**src/rtl/axi_sram_slave.sv**
```systemverilog
// AXI3 burst slave that serves reads and writes from a single 32-bit synchronous SRAM port.
// One transaction is in service at a time; a pending read wins over a pending write.
module axi_sram_slave #(
    parameter int ADDR_W = 12
) (
    input  logic              clk,
    input  logic              rst,
    // read address / data
    input  logic [3:0]        s_arid,
    input  logic [31:0]       s_araddr,
    input  logic [3:0]        s_arlen,
    input  logic [2:0]        s_arsize,
    input  logic [1:0]        s_arburst,
    input  logic              s_arvalid,
    output logic              s_arready,
    output logic [3:0]        s_rid,
    output logic [31:0]       s_rdata,
    output logic [1:0]        s_rresp,
    output logic              s_rlast,
    output logic              s_rvalid,
    input  logic              s_rready,
    // write address / data / response
    input  logic [3:0]        s_awid,
    input  logic [31:0]       s_awaddr,
    input  logic [3:0]        s_awlen,
    input  logic [2:0]        s_awsize,
    input  logic [1:0]        s_awburst,
    input  logic              s_awvalid,
    output logic              s_awready,
    input  logic [31:0]       s_wdata,
    input  logic [3:0]        s_wstrb,
    input  logic              s_wlast,
    input  logic              s_wvalid,
    output logic              s_wready,
    output logic [3:0]        s_bid,
    output logic [1:0]        s_bresp,
    output logic              s_bvalid,
    input  logic              s_bready,
    // SRAM port
    output logic              mem_en,
    output logic [3:0]        mem_we,
    output logic [ADDR_W-1:0] mem_addr,
    output logic [31:0]       mem_wdata,
    input  logic [31:0]       mem_rdata
);

    typedef enum logic [1:0] {IDLE, RD, WR, WR_RESP} state_t;

    state_t            state;
    logic [3:0]        id_q;
    logic [ADDR_W-1:0] addr_q;
    logic [3:0]        cnt_q;
    logic              fixed_q;
    logic              issue_left_q;

    logic              rd_issue;
    logic              r_hs;
    logic              w_hs;
    logic [ADDR_W-1:0] addr_next;

    // Size, wlast and the out-of-range address bits carry no information for this memory.
    logic unused_ok;
    assign unused_ok = ^{s_arsize, s_awsize, s_wlast,
                         s_araddr[31:ADDR_W+2], s_araddr[1:0],
                         s_awaddr[31:ADDR_W+2], s_awaddr[1:0]};

    assign s_arready = (state == IDLE) && !rst;
    assign s_awready = (state == IDLE) && !rst && !s_arvalid;
    assign s_wready  = (state == WR);
    assign s_rid     = id_q;
    assign s_bid     = id_q;
    assign s_rresp   = 2'b00;
    assign s_bresp   = 2'b00;
    assign s_rdata   = mem_rdata;

    // A read is issued only when the R slot is free or being emptied this cycle,
    // so the SRAM output register doubles as the R data holding register.
    assign r_hs      = s_rvalid && s_rready;
    assign rd_issue  = (state == RD) && issue_left_q && (!s_rvalid || s_rready);
    assign w_hs      = (state == WR) && s_wvalid;
    assign addr_next = fixed_q ? addr_q : addr_q + ADDR_W'(1);

    assign mem_en    = rd_issue || w_hs;
    assign mem_we    = w_hs ? s_wstrb : 4'b0000;
    assign mem_addr  = addr_q;
    assign mem_wdata = s_wdata;

    // NOTE: non-blocking assignments here so every register samples pre-edge values.
    always_ff @(posedge clk or posedge rst) begin
        if (rst) begin
            state        <= IDLE;
            id_q         <= '0;
            addr_q       <= '0;
            cnt_q        <= '0;
            fixed_q      <= 1'b0;
            issue_left_q <= 1'b0;
            s_rvalid     <= 1'b0;
            s_rlast      <= 1'b0;
            s_bvalid     <= 1'b0;
        end else begin
            case (state)
                IDLE: begin
                    if (s_arvalid) begin
                        id_q         <= s_arid;
                        addr_q       <= s_araddr[ADDR_W+1:2];
                        cnt_q        <= s_arlen;
                        fixed_q      <= (s_arburst == 2'b00);
                        issue_left_q <= 1'b1;
                        state        <= RD;
                    end else if (s_awvalid) begin
                        id_q    <= s_awid;
                        addr_q  <= s_awaddr[ADDR_W+1:2];
                        cnt_q   <= s_awlen;
                        fixed_q <= (s_awburst == 2'b00);
                        state   <= WR;
                    end
                end
                RD: begin
                    if (rd_issue) begin
                        addr_q       <= addr_next;
                        cnt_q        <= cnt_q - 4'd1;
                        issue_left_q <= (cnt_q != 4'd0);
                        s_rvalid     <= 1'b1;
                        s_rlast      <= (cnt_q == 4'd0);
                    end else if (r_hs) begin
                        s_rvalid <= 1'b0;
                        s_rlast  <= 1'b0;
                        if (s_rlast) begin
                            state <= IDLE;
                        end
                    end
                end
                WR: begin
                    if (s_wvalid) begin
                        addr_q <= addr_next;
                        cnt_q  <= cnt_q - 4'd1;
                        if (cnt_q == 4'd0) begin
                            s_bvalid <= 1'b1;
                            state    <= WR_RESP;
                        end
                    end
                end
                WR_RESP: begin
                    if (s_bready) begin
                        s_bvalid <= 1'b0;
                        state    <= IDLE;
                    end
                end
                default: state <= IDLE;
            endcase
        end
    end

endmodule

```
**config.mk**
```make
export PLATFORM = sky130hd
export DESIGN_NAME = axi_sram_slave
export DESIGN_NICKNAME = d
export VERILOG_FILES = /design/src/rtl/axi_sram_slave.sv
export SDC_FILE = /design/constraint.sdc
export NUM_CORES = 1
export LEC_CHECK = 0
export CORE_AREA = 2 2 102 104
export DETAILED_ROUTE_END_ITERATION = 6
export DIE_AREA = 0 0 104 106
export MAX_ROUTING_LAYER = met4
export PLACE_DENSITY = 0.73
export RECOVER_POWER = 25
export SLEW_MARGIN = 20
export SYNTH_ARGS = -nofsm -noshare
export SYNTH_HDL_FRONTEND = slang
export SYNTH_SLANG_ARGS = --single-unit
```
**constraint.sdc**
```tcl
create_clock -name clk -period 2.75 [get_ports clk]
set_input_delay 0.55 -clock clk [delete_from_list [all_inputs] [get_ports clk]]
set_output_delay 0.55 -clock clk [all_outputs]
set_load 0.02 [all_outputs]
```
==> summary.txt, run 1 <==
Status
  • Status: complete, but fails checks
  • Failing checks: max-capacitance violations, max-slew violations

Clock network
  • TritonCTS Buffers: 3
  • Deepest clock path buffer count: 2
  • Clk pin slew, worst setup/hold paths: 100 ps
  • Clock Sinks: 27
  • # H-tree levels: 1
  • # hold bufs at CTS: 0
  • Clock tree from TritonCTS: done
  • Root buffer cell: clkbuf_8
  • Clk Latency, worst-skew pair: 280 ps

Synthesis
  • Ranking of synthesized cells by area: dfrtp_1 (27%), buf_4 (22%), mux2_2 (4.1%), mux2i_1 (4.0%), nand2_1 (3.8%)
  • Synth Area per Inst: 8.421 um^2
  • FF+latch count, synth: 27
  • Post-synthesis instance total: 297
  • Synth area leader: dfrtp_1
  • EDFF count, synth: 0
  • Synth top area share: 0.2701
  • Area of the mapped netlist: 2501 um^2
  • Synth Flop Type: dfrtp_1
  • Top-count cell post-synth: buf_4
  • Sequential fraction of the synthesis area: 0.2701
  • Synth unique cells: 45
  • YS warnings: 0
  • Async SR Flop Fraction: 1.000
  • Most frequent cells after synthesis: buf_4 (73), dfrtp_1 (27), nand2_1 (25)

Setup path
  • R2R Setup Slk: 540 ps
  • Worst EP arrival: 2040 ps
  • Worst R2R End: mem_addr[0]$_DFFE_PP0P_
  • CP required: 2200 ps
  • Crit Path Class: flip-flop to output port
  • Crit Path Max Fanout: 9
  • Crit path from: state[1]$_DFFE_PP0P_
  • Crit path to: s_awready
  • Worst r2r path cells: 8
  • FF-to-FF Start: state[0]$_DFFE_PP0P_
  • Crit end category: output port
  • Type of origin of the critical path: flip-flop

Global route
  • Largest net degree at the start of global routing: 28
  • Global-route wire length before repair: 11,270 um
  • Initial antenna violation count: 0
  • Grt ovf: 0
  • Total GRT Usage: 0.1265
  • Vias in the first global route: 2,236

Floorplan
  • # IOs: 265
  • Total core area: 10000 um^2
  • Std-Cell Rows: 37
  • Initial core utilization: 0.2501
  • Die W: 104 um
  • Die H: 106 um
  • Die ar.: 11,020 um^2

STA
  • Max Freq: 385.5 MHz
  • RSZ-0062 raised after global routing: no
  • Slew of the pin with the lowest slew margin: 1609 ps
  • Endpoints failing setup: 0
  • Period utilization: 0.9434
  • Rel. slew slack: -0.07256
  • Fin. max-slew vios: 28
  • Worst Clk Skew: 1.792 ps
  • Fin crit period: 2594 ps
  • Post-route setup TNS: 0 ps
  • Final hold vios: 0

Placed design
  • DP HPWL: 5372 um
  • Area after DPL: 3037 um^2
  • Port buffer count: 85
  • Routability cong.: 0.8479

Job
  • Max cap viols: 1

Finish
  • Diode count: 0
  • Layout Nets: 491
  • Syn-to-layout area delta: 23.31%
  • Final instance area: 3084 um^2
  • Fraction of layout instances using a drive strength above 1: 0.1009

Worst hold path
  • Hold crit path type: flip-flop to flip-flop

Power and ir drop
  • Max VDD drop: 0.1849 mV
  • PD cells: 255.3 nW/um^2
  • Leakage power figure: 0.001289 uW

Detailed routing
  • Vias per cell: 4.938
  • DR iter-0 viols: 128
  • Residual DRC: 0
  • Post-Route WL: 6946 um
  • TritonRoute pass-1 iters: 4
  • Routed WL per cell: 15.33 um
  • Routed via count: 2,237
  • Final ANT Viol Nets: 0
==> routing by layer <==
layer  global-route usage  vias up  part of all wire
met2               0.2115       93              0.49
met5                    -        -                 0
met4              0.04151        0             0.021
li1                     -     1036                 -
met3              0.03617       28             0.070
met1               0.1469     1080              0.42
==> through the flow <==
step	setup slack (ps)	hold WS (ps)	cells	utilization	power [uW]
4_1_cts	41.89	551.8	453	0.3083	805.5
6_report	155.8	542.4	453	0.3084	787.3
5_1_grt	19.55	590.8	453	0.3084	827.6
3_3_place_gp	111.5	509.5	449	0.3037	556.0
3_5_place_dp	116.5	527.3	449	0.3037	557.4
2_1_floorplan	606.2	515.9	300	-	598.9
==> worst max-delay path: stages (launching register included) <==
cell and delay, ps:
dfrtp_1 430, inv_1 130, ha_2 280, nor2b_1 190
and2_1 140, clkdlybuf4s50_1 590
==> worst min-delay path by stage <==
| stage | start | to | slack, ps | cells after the start |
|---|---|---|---|---|
| after floorplan | cnt_q[0]$_DFFE_PP0P_ | cnt_q[0]$_DFFE_PP0P_ | 520 | 2 |
| after global placement | s_bvalid$_DFFE_PP0P_ | s_bvalid$_DFFE_PP0P_ | 510 | 1 |
| after detailed placement | s_bvalid$_DFFE_PP0P_ | s_bvalid$_DFFE_PP0P_ | 530 | 1 |
| after CTS | s_bvalid$_DFFE_PP0P_ | s_bvalid$_DFFE_PP0P_ | 550 | 1 |
| after global routing | s_bid[0]$_DFFE_PP0P_ | s_bid[0]$_DFFE_PP0P_ | 590 | 1 |
| final | s_bvalid$_DFFE_PP0P_ | s_bvalid$_DFFE_PP0P_ | 540 | 1 |
==> cells in the final DEF, fill, tap and decap left out, types with 4 or more instances in the layout <==
cell / synthesis / routed
clkdlybuf4s50_1: 0 / 83
dfrtp_1: 27 / 27
nand2_1: 25 / 25
o21ai_0: 16 / 16
nand3_1: 14 / 14
inv_1: 13 / 13
buf_4: 73 / 13
a21oi_1: 11 / 11
mux2i_1: 10 / 10
mux2_2: 9 / 9
a41oi_1: 7 / 7
a31oi_1: 7 / 7
o41ai_1: 6 / 6
o31ai_1: 6 / 6
ha_1: 7 / 6
a22o_1: 5 / 5
nand2b_1: 4 / 4
nand4_1: 4 / 4
and3_1: 4 / 4
conb_1: 1 / 4
==> cells by family (layout without fill, tap and decap cells) <==
group                    count (synthesis)  after routing  share of synthesized area
flip-flops                              27             27                     0.2701
AND/OR/NAND/NOR                         73             73                     0.1561
buffers and inverters                   99            116                     0.2601
other                                    1              4                   0.001499
AO/OA/AOI/OAI                           70             70                     0.1921
multiplexers                            20             20                    0.08504
adder cells (fa/ha/maj)                  7              7                    0.03502
==> cell type report <==
cell class	count	area, um^2
well taps	136	170.2
clock inverters	1	5.005
fillers	1087	6915
multi-input cells	174	1189
flip-flops and latches	27	675.6
repair buffers	99	954.7
inverters	13	48.80
clock buffers	3	41.29
==> registers in the layout (all words and copies together), names as in the netlist <==
signal and count:
fixed_q 1, s_bid 4, cnt_q 4, state 2, s_rvalid 1, issue_left_q 1, mem_addr 12, s_bvalid 1
s_rlast 1
==> power breakdown <==
group	internal (uW)	switching (uW)	leakage [uW]
sequential	398	0.746	0.000365
clock	102	139	0.0000255
combinational	93.6	53.7	0.000899
==> repair_timing <==
action,CTS,global route
resized for setup,0,2
endpoints found under the setup margin,0,2
setup buffers,0,0
Power figures use the tool's default switching activity.
==> run 2: changes to the inputs <==
TNS_END_PERCENT = 5   (was not set)
==> results of run 2 <==
Final layout, timing and power as in run 1 (identical DEF).
==> run 3: changes to the inputs <==
PLACE_DENSITY = 0.78   (was 0.73)
==> run 3 against run 2 <==
  * The flow still finishes with violations (max-capacitance violations, max-slew violations)
  * Fmax fell by 1.3%
  * Non-clock buffer count shrank 2
  * Design area down 0.45%
  * Clock skew is 4.3 ps higher
  * Cell count fell by 0.44%
  * Critical endpoint is now mem_en
  * Largest power group unchanged
  * Highest routed layer unchanged
==> summary.txt, run 3 (synthesis results as in run 1) <==
Setup path
  • Crit end category: output port (unchanged)
  • Crit Path Max Fanout: 4 (was 9)
  • Type of origin of the critical path: primary input (was flip-flop)
  • Crit Path Class: primary input to output port (was flip-flop to output port)
  • CP required: 2200 ps (about the same)
  • Worst EP arrival: 2080 ps (was 2040 ps)

Global route
  • Vias in the first global route: 2,221 (was 2,236)
  • Global-route wire length before repair: 10,880 um (was 11,270 um)
  • Initial antenna violation count: 0 (unchanged)
  • Grt ovf: 0 (unchanged)
  • Total GRT Usage: 0.1216 (was 0.1265)
  • Largest net degree at the start of global routing: 28 (unchanged)

STA
  • Rel. slew slack: -0.03400 (was -0.07256)
  • Worst Clk Skew: 6.074 ps (was 1.792 ps)
  • Final hold vios: 0 (unchanged)
  • RSZ-0062 raised after global routing: no (unchanged)
  • Worst hold slack: 552.0 ps (was 542.4 ps)
  • Fin. max-slew vios: 28 (unchanged)
  • Endpoints failing setup: 0 (unchanged)
  • Max Freq: 380.3 MHz (was 385.5 MHz)
  • Post-route setup TNS: 0 ps (unchanged)
  • Setup ws final: 120.4 ps (was 155.8 ps)
  • Period utilization: 0.9562 (was 0.9434)
  • Slew of the pin with the lowest slew margin: 1551 ps (was 1609 ps)
  • Fin crit period: 2630 ps (was 2594 ps)

Finish
  • Leading cell type in the layout, fill and taps excluded: clkdlybuf4s50_1 (unchanged)
  • Filler cell count in the final layout: 1,076 (was 1,087)
  • Final instance area: 3070 um^2 (was 3084 um^2)
  • Syn-to-layout area delta: 22.76% (was 23.31%)
  • Footprint of the multi-input gates: 1189 um^2 (unchanged)
  • Max FFs per register: 12 (unchanged)
  • Commonest non-fill, non-tap cells in the layout: clkdlybuf4s50_1 (84), dfrtp_1 (27), nand2_1 (25) (was clkdlybuf4s50_1 (83), dfrtp_1 (27), nand2_1 (25))
  • Fraction of layout instances using a drive strength above 1: 0.09524 (was 0.1009)
  • Layout Nets: 489 (was 491)
  • Non-Filler Instances: 451 (was 453)
  • Register area: 675.6 um^2 (unchanged)
  • Diode count: 0 (unchanged)

Clock network
  • Root buffer cell: clkbuf_8 (unchanged)
  • Clk Latency, worst-skew pair: 280 ps (about the same)
  • Deepest clock path buffer count: 2 (unchanged)
  • # H-tree levels: 1 (unchanged)
  • Clk pin slew, worst setup/hold paths: 110 ps (was 100 ps)
  • Clock tree from TritonCTS: done (unchanged)
  • Post-CTS Setup Inserts: 0 (unchanged)
  • Clock Sinks: 27 (unchanged)
  • TritonCTS Buffers: 3 (unchanged)

Floorplan
  • # IOs: 265 (unchanged)
  • Die H: 106 um (unchanged)
  • Die W: 104 um (unchanged)
  • Std-Cell Rows: 37 (unchanged)
  • Initial core utilization: 0.2501 (unchanged)
  • Total core area: 10000 um^2 (unchanged)
  • Die ar.: 11,020 um^2 (unchanged)

Placed design
  • Dpl cells: 447 (was 449)
  • Routability cong.: 0.8281 (was 0.8479)
  • Area after DPL: 3022 um^2 (was 3037 um^2)
  • Worst slack at placement: 129.0 ps (was 116.5 ps)
  • Port buffer count: 85 (unchanged)
  • DP HPWL: 5185 um (was 5372 um)

Status
  • Failing checks: max-capacitance violations, max-slew violations (unchanged)
  • Status: complete, but fails checks (unchanged)

Detailed routing
  • DR iter-0 viols: 141 (was 128)
  • Final ANT Viol Nets: 0 (unchanged)
  • Vias per cell: 4.787 (was 4.938)
  • Routed WL per cell: 14.86 um (was 15.33 um)
  • Routed via count: 2,159 (was 2,237)
  • Residual DRC: 0 (unchanged)
  • TritonRoute pass-1 iters: 4 (unchanged)
  • Post-Route WL: 6704 um (was 6946 um)

Job
  • Max cap viols: 1 (unchanged)

Worst hold path
  • Hold crit path type: flip-flop to flip-flop (unchanged)

Power and ir drop
  • PD cells: 257.9 nW/um^2 (was 255.3 nW/um^2)
  • Leakage power figure: 0.001259 uW (was 0.001289 uW)
  • Max VDD drop: 0.1121 mV (was 0.1849 mV)
run 3: power by group:
group | switching (uW) | internal, uW | leakage [uW]
clock network | 140 | 107 | 0.0000261
logic | 53.7 | 92.7 | 0.000869
registers | 0.814 | 398 | 0.000365
total | 195 | 597 | 0.00126
run 3: worst paths after layout:
path                                            from  slack, ps  cells past startpoint                       to
worst min-delay path             s_rlast$_DFFE_PP0P_        550                      2      s_rlast$_DFFE_PP0P_
min in group asynchronous                        rst       1260                      3     s_bid[1]$_DFFE_PP0P_
worst max register to register  state[0]$_DFFE_PP0P_        490                      8  mem_addr[0]$_DFFE_PP0P_
worst min register to register   s_rlast$_DFFE_PP0P_        550                      2      s_rlast$_DFFE_PP0P_
worst max-delay path                        s_rready        120                      5                   mem_en
max in group asynchronous                        rst        580                      3  mem_addr[7]$_DFFE_PP0P_
run 3: stage by stage:
| stage | utilization | total power (uW) |
|---|---|---|
| 6_report | 0.3071 | 792.0 |
| 5_1_grt | 0.3071 | 834.9 |
| 4_1_cts | 0.3072 | 809.9 |
| 3_5_place_dp | 0.3022 | 556.1 |
| 3_3_place_gp | 0.3022 | 554.7 |
| 2_1_floorplan | - | 598.9 |
run 3: area by class of cell:
type,instances,share of cell area
clock inverters,1,0.002852
repair buffers,97,0.3052
inverters,13,0.01589
flip-flops and latches,27,0.2200
clock buffers,3,0.01345
multi-input cells,174,0.3871
well taps,136,0.05542
run 3: critical path: stages:
cell and delay (ps):
clkdlybuf4s50_1 530, nand2b_1 150, nand3_1 100, o21ai_0 100
clkdlybuf4s50_1 640
run 3: layer usage:
layer  wire, um  track usage  up-vias  share of wire
met5          0            -        -              0
met4         99      0.03571        0          0.015
met3        420      0.02759       26          0.063
met2       3274       0.2063       80           0.49
met1       2908       0.1450     1029           0.43
li1           -            -     1024              -
run 3: repair_timing:
| item | in CTS | in global routing |
|---|---|---|
| hold buffers | 0 | 0 |
| gates resized for setup | 0 | 1 |
| endpoints found under the setup margin | 0 | 1 |
==> RTL edit: new RTL, flow settings as in run 3 <==
The parameter `ADDR_W` goes from 12 to 13.
--- a/src/rtl/axi_sram_slave.sv
+++ b/src/rtl/axi_sram_slave.sv
@@ -2,5 +2,5 @@
 // One transaction is in service at a time; a pending read wins over a pending write.
 module axi_sram_slave #(
-    parameter int ADDR_W = 12
+    parameter int ADDR_W = 13
 ) (
     input  logic              clk,
Interface: changed (resized mem_addr); port bits go from 265 to 266. No check against the original RTL was run, so the function may have changed too.
==> RTL edit against run 3 <==
  * The run still ends with capacitance limit, slew limit left
  * Sequential cell count is 1 higher
  * Via count is 2.3% higher
  * Area after synthesis is 3.0% higher
  * Setup slack better by 0.087 ns
  * Final area is 3.7% higher
  * Wire length is 5.4% higher
Power is left out: it rests on default switching activity, and per cell area and clock period it moved more than threefold.
==> RTL edit: results (changes against run 3) <==
Outcome -> complete, but fails checks (unchanged)
Failing checks -> capacitance limit, slew limit (unchanged)
WL final -> 7064 um (was 6704 um)
Vias -> 2209 (was 2159)
Ratio of cells with drive above 1 in the final layout -> 10.46% (was 9.524%)
Worst hold endpoint -> s_bid[0]$_DFFE_PP0P_ (was s_rlast$_DFFE_PP0P_)
Synth area leaders -> dfrtp_1 (27%), buf_4 (21%), mux2_2 (6.1%) (was dfrtp_1 (27%), buf_4 (22%), mux2_2 (4.1%))
GRT Util Overall -> 12.69% (was 12.16%)
Adder-cell area share of the yosys netlist -> 3.401% (was 3.502%)
Slew Viols, Final -> 29 (was 28)
Worst Max-Slew Pin Slew -> 1.623 ns (was 1.551 ns)
Main synth FF type -> dfrtp_1 (unchanged)
Synth cell count leaders -> buf_4 (73), dfrtp_1 (28), nand2_1 (28), o21ai_0 (15), mux2_2 (14) (was buf_4 (73), dfrtp_1 (27), nand2_1 (25), o21ai_0 (16), nand3_1 (14))
DRT met1 WL -> 2987 um (was 2908 um)
Met2 wire length -> 3345 um (was 3274 um)
Worst Clk Skew -> 0.005577 ns (was 0.006074 ns)
CP startpoint -> s_arvalid (was s_rready)
Max reg flops -> 13 (was 12)
R2r worst-path depth -> 6 (was 8)
IO Port Bufs -> 88 (was 85)
WL met3 -> 620 um (was 420 um)
First-pass GRT wire length -> 11160 um (was 10880 um)
Largest net degree at the start of global routing -> 29 (was 28)
Critical path fanouts, max -> 5 (was 4)
RR Endpoint -> mem_addr[1]$_DFFE_PP0P_ (was mem_addr[0]$_DFFE_PP0P_)
Max cap viols -> 1 (unchanged)
Fillers -> 1046 (was 1076)
Min-Delay Path Depth -> 1 (was 2)
Synth cell types -> 48 (was 45)
Ys Warns -> 0 (unchanged)
==> RTL edit: metrics by stage <==
stage	setup WS, ns	instances	util, %	hold WS, ns	cell area (um^2)
detailed placement	0.1529	457	31.13	0.5256	3113
floorplan	0.6435	307	-	0.4980	2586
global placement	0.1737	457	31.13	0.4912	3113
global route	0.1068	461	31.83	0.5796	3183
CTS	0.1026	461	31.84	0.5512	3184
finish	0.2070	461	31.83	0.5432	3183
==> RTL edit: per-layer routing <==
layer | global-route usage, % | vias to the layer above
met3 | 4.047 | 24
li1 | - | 1062
met1 | 14.87 | 1014
met2 | 21.19 | 109
met4 | 3.282 | 0
met5 | - | -
==> RTL edit: logic make-up (layout without fill, tap and decap cells) <==
family,after synthesis,in the layout
buffers and inverters,98,116
other,1,4
AOI/OAI and AO/OA,73,73
and+or+nand+nor,77,77
muxes,20,20
DFF,28,28
adders and majority gates,7,7
==> RTL edit: critical path, stage by stage <==
cell and delay [ns]:
clkdlybuf4s50_1 0.53, inv_1 0.13, nand2_1 0.08, nor2_1 0.10, clkdlybuf4s50_1 0.61
==> RTL edit: how the worst max path moves through the flow <==
stage	to	slack, ns	depth (start not counted)
floorplan	mem_addr[0]$_DFFE_PP0P_	0.64	7
global placement	mem_addr[1]$_DFFE_PP0P_	0.17	5
detailed placement	mem_addr[1]$_DFFE_PP0P_	0.15	5
CTS	s_awready	0.10	5
global route	mem_we[2]	0.11	4
finish	s_awready	0.21	5
==> RTL edit: cell type report <==
cell class | count | share of cell area [%]
clock inverter | 1 | 0.9434
sequential | 28 | 22.01
inverter | 12 | 1.415
clock buffer | 3 | 1.297
multi-input combinational | 181 | 38.60
tap | 136 | 5.346
timing repair buffer | 100 | 30.39
